File: config.mk
export PLATFORM = sky130hd
export DESIGN_NAME = rst_sequencer
export DESIGN_NICKNAME = d
export VERILOG_FILES = /design/src/rtl/rst_sequencer.sv
export SDC_FILE = /design/constraint.sdc
export NUM_CORES = 1
export LEC_CHECK = 0
export CAP_MARGIN = 40
export CORE_ASPECT_RATIO = 0.9
export CORE_UTILIZATION = 52
export DETAILED_ROUTE_END_ITERATION = 6
export PLACE_DENSITY = 0.74
export SLEW_MARGIN = 15
export SYNTH_ARGS = -nofsm -noshare
export SYNTH_HDL_FRONTEND = slang
export SYNTH_SLANG_ARGS = --single-unit
File: constraint.sdc
create_clock -name clk -period 2.05 [get_ports clk]
set_clock_uncertainty 0.15 [all_clocks]
set_input_delay 0.3075 -clock clk [delete_from_list [all_inputs] [get_ports clk]]
set_output_delay 0.3075 -clock clk [all_outputs]
set_load 0.02 [all_outputs]
File: src/rtl/rst_sequencer.sv
// Staged reset sequencer: holds all domain resets, releases them in index order,
// then raises ready. Optional watchdog trigger enabled by RST_SEQUENCER_WDT_EN.
module rst_sequencer #(
    parameter int STAGES       = 3,
    parameter int HOLD_CYCLES  = 4,
    parameter int STAGE_CYCLES = 2,
    parameter int WDT_CYCLES   = 1000,
    parameter int CNT_W        = 10
) (
    input  logic              clk,
    input  logic              rst,
    input  logic              sw_rst_req,
    input  logic              wdt_kick,
    output logic [STAGES-1:0] rst_out,
    output logic              ready,
    output logic [1:0]        cause
);

    typedef enum logic [1:0] {
        ST_HOLD    = 2'd0,
        ST_RELEASE = 2'd1,
        ST_RUN     = 2'd2
    } state_t;

    localparam logic [CNT_W-1:0] HOLD_LAST  = CNT_W'(HOLD_CYCLES - 1);
    localparam logic [CNT_W-1:0] STAGE_LAST = CNT_W'(STAGE_CYCLES - 1);

    state_t            state_reg, state_next;
    logic [CNT_W-1:0]  cnt_reg, cnt_next;
    logic [STAGES-1:0] rst_out_reg, rst_out_next;
    logic              ready_reg, ready_next;
    logic [1:0]        cause_reg, cause_next;
    logic [STAGES-1:0] rst_shift;
    logic              wdt_expire;

`ifdef RST_SEQUENCER_WDT_EN
    localparam logic [CNT_W-1:0] WDT_LAST = CNT_W'(WDT_CYCLES - 1);
    logic [CNT_W-1:0]  wdt_cnt_reg, wdt_cnt_next;
`else
    logic              unused_wdt_kick;
    logic [CNT_W-1:0]  unused_wdt_cycles;
    assign unused_wdt_kick   = wdt_kick;
    assign unused_wdt_cycles = CNT_W'(WDT_CYCLES);
`endif

    // Releasing a stage shifts a zero in from bit 0, so bits drop in index order.
    genvar gi;
    generate
        for (gi = 0; gi < STAGES; gi++) begin : g_shift
            if (gi == 0) begin : g_first
                assign rst_shift[gi] = 1'b0;
            end else begin : g_rest
                assign rst_shift[gi] = rst_out_reg[gi-1];
            end
        end
    endgenerate

    always_comb begin
        state_next   = state_reg;
        cnt_next     = cnt_reg;
        rst_out_next = rst_out_reg;
        ready_next   = ready_reg;
        cause_next   = cause_reg;
        wdt_expire   = 1'b0;
`ifdef RST_SEQUENCER_WDT_EN
        wdt_cnt_next = '0;
`endif
        case (state_reg)
            ST_HOLD: begin
                if (cnt_reg == HOLD_LAST) begin
                    state_next   = ST_RELEASE;
                    cnt_next     = '0;
                    rst_out_next = rst_shift;
                end else begin
                    cnt_next = cnt_reg + 1'b1;
                end
            end
            ST_RELEASE: begin
                if (cnt_reg == STAGE_LAST) begin
                    cnt_next = '0;
                    // All stages already released: this interval ends in ready.
                    if (rst_out_reg == '0) begin
                        state_next = ST_RUN;
                        ready_next = 1'b1;
                    end else begin
                        rst_out_next = rst_shift;
                    end
                end else begin
                    cnt_next = cnt_reg + 1'b1;
                end
            end
            ST_RUN: begin
`ifdef RST_SEQUENCER_WDT_EN
                if (wdt_kick) begin
                    wdt_cnt_next = '0;
                end else if (wdt_cnt_reg == WDT_LAST) begin
                    wdt_expire = 1'b1;
                end else begin
                    wdt_cnt_next = wdt_cnt_reg + 1'b1;
                end
`endif
            end
            default: begin
                state_next = ST_HOLD;
            end
        endcase

        // Software request outranks watchdog expiry when reporting the cause.
        if (sw_rst_req || wdt_expire) begin
            state_next   = ST_HOLD;
            cnt_next     = '0;
            rst_out_next = '1;
            ready_next   = 1'b0;
            cause_next   = sw_rst_req ? 2'd1 : 2'd2;
        end
    end

    always_ff @(posedge clk) begin
        if (rst) begin
            state_reg   <= ST_HOLD;
            cnt_reg     <= '0;
            rst_out_reg <= '1;
            ready_reg   <= 1'b0;
            cause_reg   <= 2'd0;
        end else begin
            state_reg   <= state_next;
            cnt_reg     <= cnt_next;
            rst_out_reg <= rst_out_next;
            ready_reg   <= ready_next;
            cause_reg   <= cause_next;
        end
    end

`ifdef RST_SEQUENCER_WDT_EN
    always_ff @(posedge clk) begin
        if (rst) begin
            wdt_cnt_reg <= '0;
        end else begin
            wdt_cnt_reg <= wdt_cnt_next;
        end
    end
`endif

    assign rst_out = rst_out_reg;
    assign ready   = ready_reg;
    assign cause   = cause_reg;

endmodule

# Word level (Yosys, flattened, before mapping)
# Cells that the tools add are included.
[word_totals]
register_bits = 17
input_bits = 4
out_inout_bits = 6
[op_classes]
n_addsub = 1
n_eq_ne = 8
n_mux = 11
bitwise = 1
reduce_logical = 7
[op_table]
columns = ["op", "n"]
rows = [
  ["10-bit 2-to-1 mux", 2],
  ["10-bit case mux with 2 select lines", 1],
  ["10-bit by 1-bit adder with 10-bit output, second input constant", 1],
  ["10-bit by 1-bit equality test with 1-bit output, second input constant", 1],
  ["10-bit by 2-bit equality test with 1-bit output, second input constant", 1],
  ["3-bit 2-to-1 mux", 3],
  ["2-bit != test, second input constant", 4],
  ["4-bit AND reduction", 2],
  ["2-bit 2-to-1 mux", 3],
  ["2-bit case mux with 3 select lines", 1],
  ["3-bit case mux with 2 select lines", 1],
  ["3-bit zero test", 1],
  ["3-bit AND reduction", 1],
  ["2-bit by 1-bit equality test with 1-bit output, second input constant", 1],
  ["2-bit equality test, second input constant", 1],
  ["2-bit zero test", 1],
  ["2-bit nonzero test", 1],
  ["2-bit OR reduction", 1],
  ["1-bit inverter", 1],
]

# Logic depth before layout (Yosys ltp)
# Gate-level depths: netlist of the first run.
[logic_depth]
word_depth = 4
depth_mapped = 6
ltp_nobuf = 6

# Worst setup path before layout of the first run
# OpenSTA, ideal clock, no wires.
[synth_timing]
path_kind = "reg-to-reg"
startpoint = "register cnt_reg[4]"
endpoint = "register cnt_reg[0]"
t_arrival_ns = 1.228
setup_slack_ns = 0.541
path_stages_with_launch = 5
cell_sequence = "dfxtp_1 -> nor4_4 -> nand2_2 -> o31ai_4 -> nor2_1"
[synth_between]
elab_chain_cells = 3
[synth_rtl]
columns = ["item", "line", "source"]
rows = [
  ["from (decl)", "29", "logic [CNT_W-1:0] cnt_reg, cnt_next;"],
  ["from (signal assigned)", "127", "cnt_reg <= cnt_next;"],
  ["10-bit by 1-bit equality test with 1-bit output / 10-bit by 2-bit equality test with 1-bit output (equally long branches)", "79, 70", ""],
  ["10-bit 2-to-1 mux (on tied branches)", "79, 70", ""],
  ["10-bit case mux with 2 select lines (*)", "68", "case (state_reg)"],
]
# Mark *: on every way between the ends. The rest lies on a longest branch, timed or not.
# A chain may end at the register's enable or synchronous reset.

# Final worst setup path of the first run
[layout_timing]
startpoint = "register rst_out_reg[1] (netlist: rst_out[1])"
endpoint = "output rst_out[1]"
[layout_lines]
columns = ["item", "line", "source"]
rows = [
  ["from (decl)", "30", "logic [STAGES-1:0] rst_out_reg, rst_out_next;"],
  ["from (signal assigned)", "128", "rst_out_reg <= rst_out_next;"],
  ["to (decl)", "14", "output logic [STAGES-1:0] rst_out,"],
]
# No word-level cell between the ends.

==> flow_summary.ini, run 1 <==
[synth]
ys_ff_latch = 17
synth_cells = 86
syn_nets = 92
ys.warnings.count = 0
synthTopCellsByArea = dfxtp_1, xor2_1, nor2_1, nor4_4, nand3_1
netlist.area_leader.share = 0.4153
avgSynthCellArea_um2 = 9.529
ys.flop_type = dfxtp_1
synthesis.area_um2 = 819.5
synth-async-reset-ratio = 0
ys_types = 35
yosysTopAreaCell = dfxtp_1
seq_area_frac_synth = 0.4153
synth-edff-count = 0

[grt]
grt_usage = 0.1918
grt_max_degree = 13
antenna_found_initial = 0
grt_pass1_vias = 538
grt_pass1_wl_um = 2339
overflow = 0

[clock_tree]
cts_sinks = 17
h-tree-depth = 1
cts_setup_buffers = 0
cts-root-buf = clkbuf_4
cts_made_buffers = 3
cts_max_path_buffers = 2
cts-resized-gates = 0
ctsHoldBuffers = 0
clk-insertion-delay-late_ns = 0.29
cts_tree = yes
clk_pin_slew_ns = 0.09

[floorplan]
dieArea_um2 = 1739
start_util = 0.5598
io_pins = 10
core_um2 = 1464
die_w_um = 43.85
die_y_um = 39.66
row_count = 13

[setup_path]
crit_type = flop to output pin
crit_path_max_incr_delay_ns = 0.63
worstPathCellList = clkdlybuf4s50_1
r2r_cells = 4
path_buf_inv = 1
r2r_end = cnt_reg[0]$_SDFFE_PP0P_
r2r_slack_ns = 0.34
cp_max_fo = 5
required_ns = 1.59
arrival_ns = 1.32
r2r_start = cnt_reg[4]$_SDFFE_PP0P_
slowest_stage = clkdlybuf4s50_1
crit_family = buffers and inverters
worstSetupStartpointType = flop
crit_path_end_kind = output pin

[final_layout]
fin_nets = 102
final_common_cell = dfxtp_1
n_fill_cell = 129
layout_common_cells = dfxtp_1, nor2_1, xor2_1
largest_reg_flops = 10
utilization = 0.6308
final_cell_area_um2 = 923.4
area_delta_synth_final_pct = 12.67
drive_gt1_frac = 0.1263
diodes = 0

[power]
power.density_nw_per_um2 = 588.6
power.leakage_uw = 0.0003442
ir_drop_mv = 0.4471
p_total_uw = 543.5

[job]
cap_violations = 0

[status]
violations = design-rule violations
status = complete, but fails checks

[detailed_routing]
drtIter0Drc = 11
drt-vias-per-instance = 5.536
totalWireLength_um = 1338
drt-pass1-iter-count = 6
drc_errors = 1
ant_nets = 0
vias = 609
wl_per_cell_um = 12.16

[sta]
finalSetupTns_ns = 0
setup_violations = 0
report.final.slew_viol_count = 0
fin_crit_sh = 0.8665
rsz0062_at_grt = no
timing.fmax_ghz = 0.5630
finalHoldViolCount = 0
post-route-min-period_ns = 1.776
whs_ns = 0.3284

[min_path]
min_path_cells = 1
min_to = ready$_SDFFE_PP0P_
hold_path_class = flop to flop
hp-start = ready$_SDFFE_PP0P_

[placement]
io_buffers = 7
gp_congestion = 0.7327
post_dp_cell_area_um2 = 897.1
dpl.hpwl_um = 990.2
## where the power goes
| group | switching (µW) | internal [µW] |
|---|---|---|
| sequential | 3.14 | 334 |
| combinational | 16.1 | 13.9 |
| clock | 101 | 75.7 |
| total | 120 | 423 |
## logic make-up after synthesis
logic type,share of synthesized area
simple gates,0.3161
flops,0.4153
compound gates,0.09770
xor+xnor,0.09619
buf+inv,0.02747
fa+ha+maj,0.03053
other cells,0.004576
mux,0.01221
## worst reg2reg max path, stage by stage, from the launching register on
cell and delay (ns):
dfxtp_1 0.39, nor4_4 0.32, nand2_2 0.16, o31ai_4 0.47
nor2_1 0.10
## metrics by stage
stage,setup slack (ns),instances
after floorplan,0.5411,86
after global placement,0.3510,106
after detailed placement,0.3429,106
after CTS,0.2674,110
after global routing,0.2074,110
final,0.2737,110
## how the worst max path moves through the flow
stage | slack, ns | end | cells after the start | from
floorplan | 0.54 | cnt_reg[0]$_SDFFE_PP0P_ | 4 | cnt_reg[4]$_SDFFE_PP0P_
global placement | 0.35 | cnt_reg[1]$_SDFFE_PP0P_ | 4 | cnt_reg[4]$_SDFFE_PP0P_
detailed placement | 0.34 | cnt_reg[0]$_SDFFE_PP0P_ | 4 | cnt_reg[4]$_SDFFE_PP0P_
CTS | 0.27 | rst_out[0] | 1 | rst_out[0]$_SDFFE_PP1P_
global route | 0.21 | cnt_reg[0]$_SDFFE_PP0P_ | 4 | cnt_reg[4]$_SDFFE_PP0P_
finish | 0.27 | rst_out[1] | 1 | rst_out[1]$_SDFFE_PP1P_
## metal layers
| layer | GRT usage | part of all wire |
|---|---|---|
| met5 | 0 | 0 |
| met2 | 0.3060 | 0.46 |
| met4 | 0.04688 | 0.0075 |
| met3 | 0.08295 | 0.047 |
| met1 | 0.2369 | 0.49 |
## Yosys cell counts (2+ instances only)
cell	number
nand2_1	3
buf_4	2
nor3_1	2
o21ai_1	2
nor2_1	14
nor4_4	2
dfxtp_1	17
nand4_1	2
ha_1	2
o21a_1	2
nand3_1	6
xor2_1	8
a21oi_1	2
## layout make-up
cell class | instances | area [µm²] | share of cell area
multi-input combinational | 65 | 456.7 | 0.4946
tap | 15 | 18.77 | 0.02033
inverter | 1 | 3.754 | 0.004065
clock buffer | 4 | 26.28 | 0.02846
sequential | 17 | 340.3 | 0.3686
timing repair buffer | 8 | 77.57 | 0.08401
No activity file was read; power rests on OpenSTA's default activity.
==> run 2, diff against run 1 <==
--- a/config.mk
+++ b/config.mk
@@ -5,10 +5,12 @@
 export SDC_FILE = /design/constraint.sdc
 export NUM_CORES = 1
 export LEC_CHECK = 0
+export ABC_CLOCK_PERIOD_IN_PS = 2050
 export CAP_MARGIN = 40
 export CORE_ASPECT_RATIO = 0.9
 export CORE_UTILIZATION = 52
 export DETAILED_ROUTE_END_ITERATION = 6
+export GPL_ROUTABILITY_DRIVEN = 1
 export PLACE_DENSITY = 0.74
 export SLEW_MARGIN = 15
 export SYNTH_ARGS = -nofsm -noshare
==> results of run 2 <==
Same layout as run 1: the final DEF is identical, and so are final timing and power.
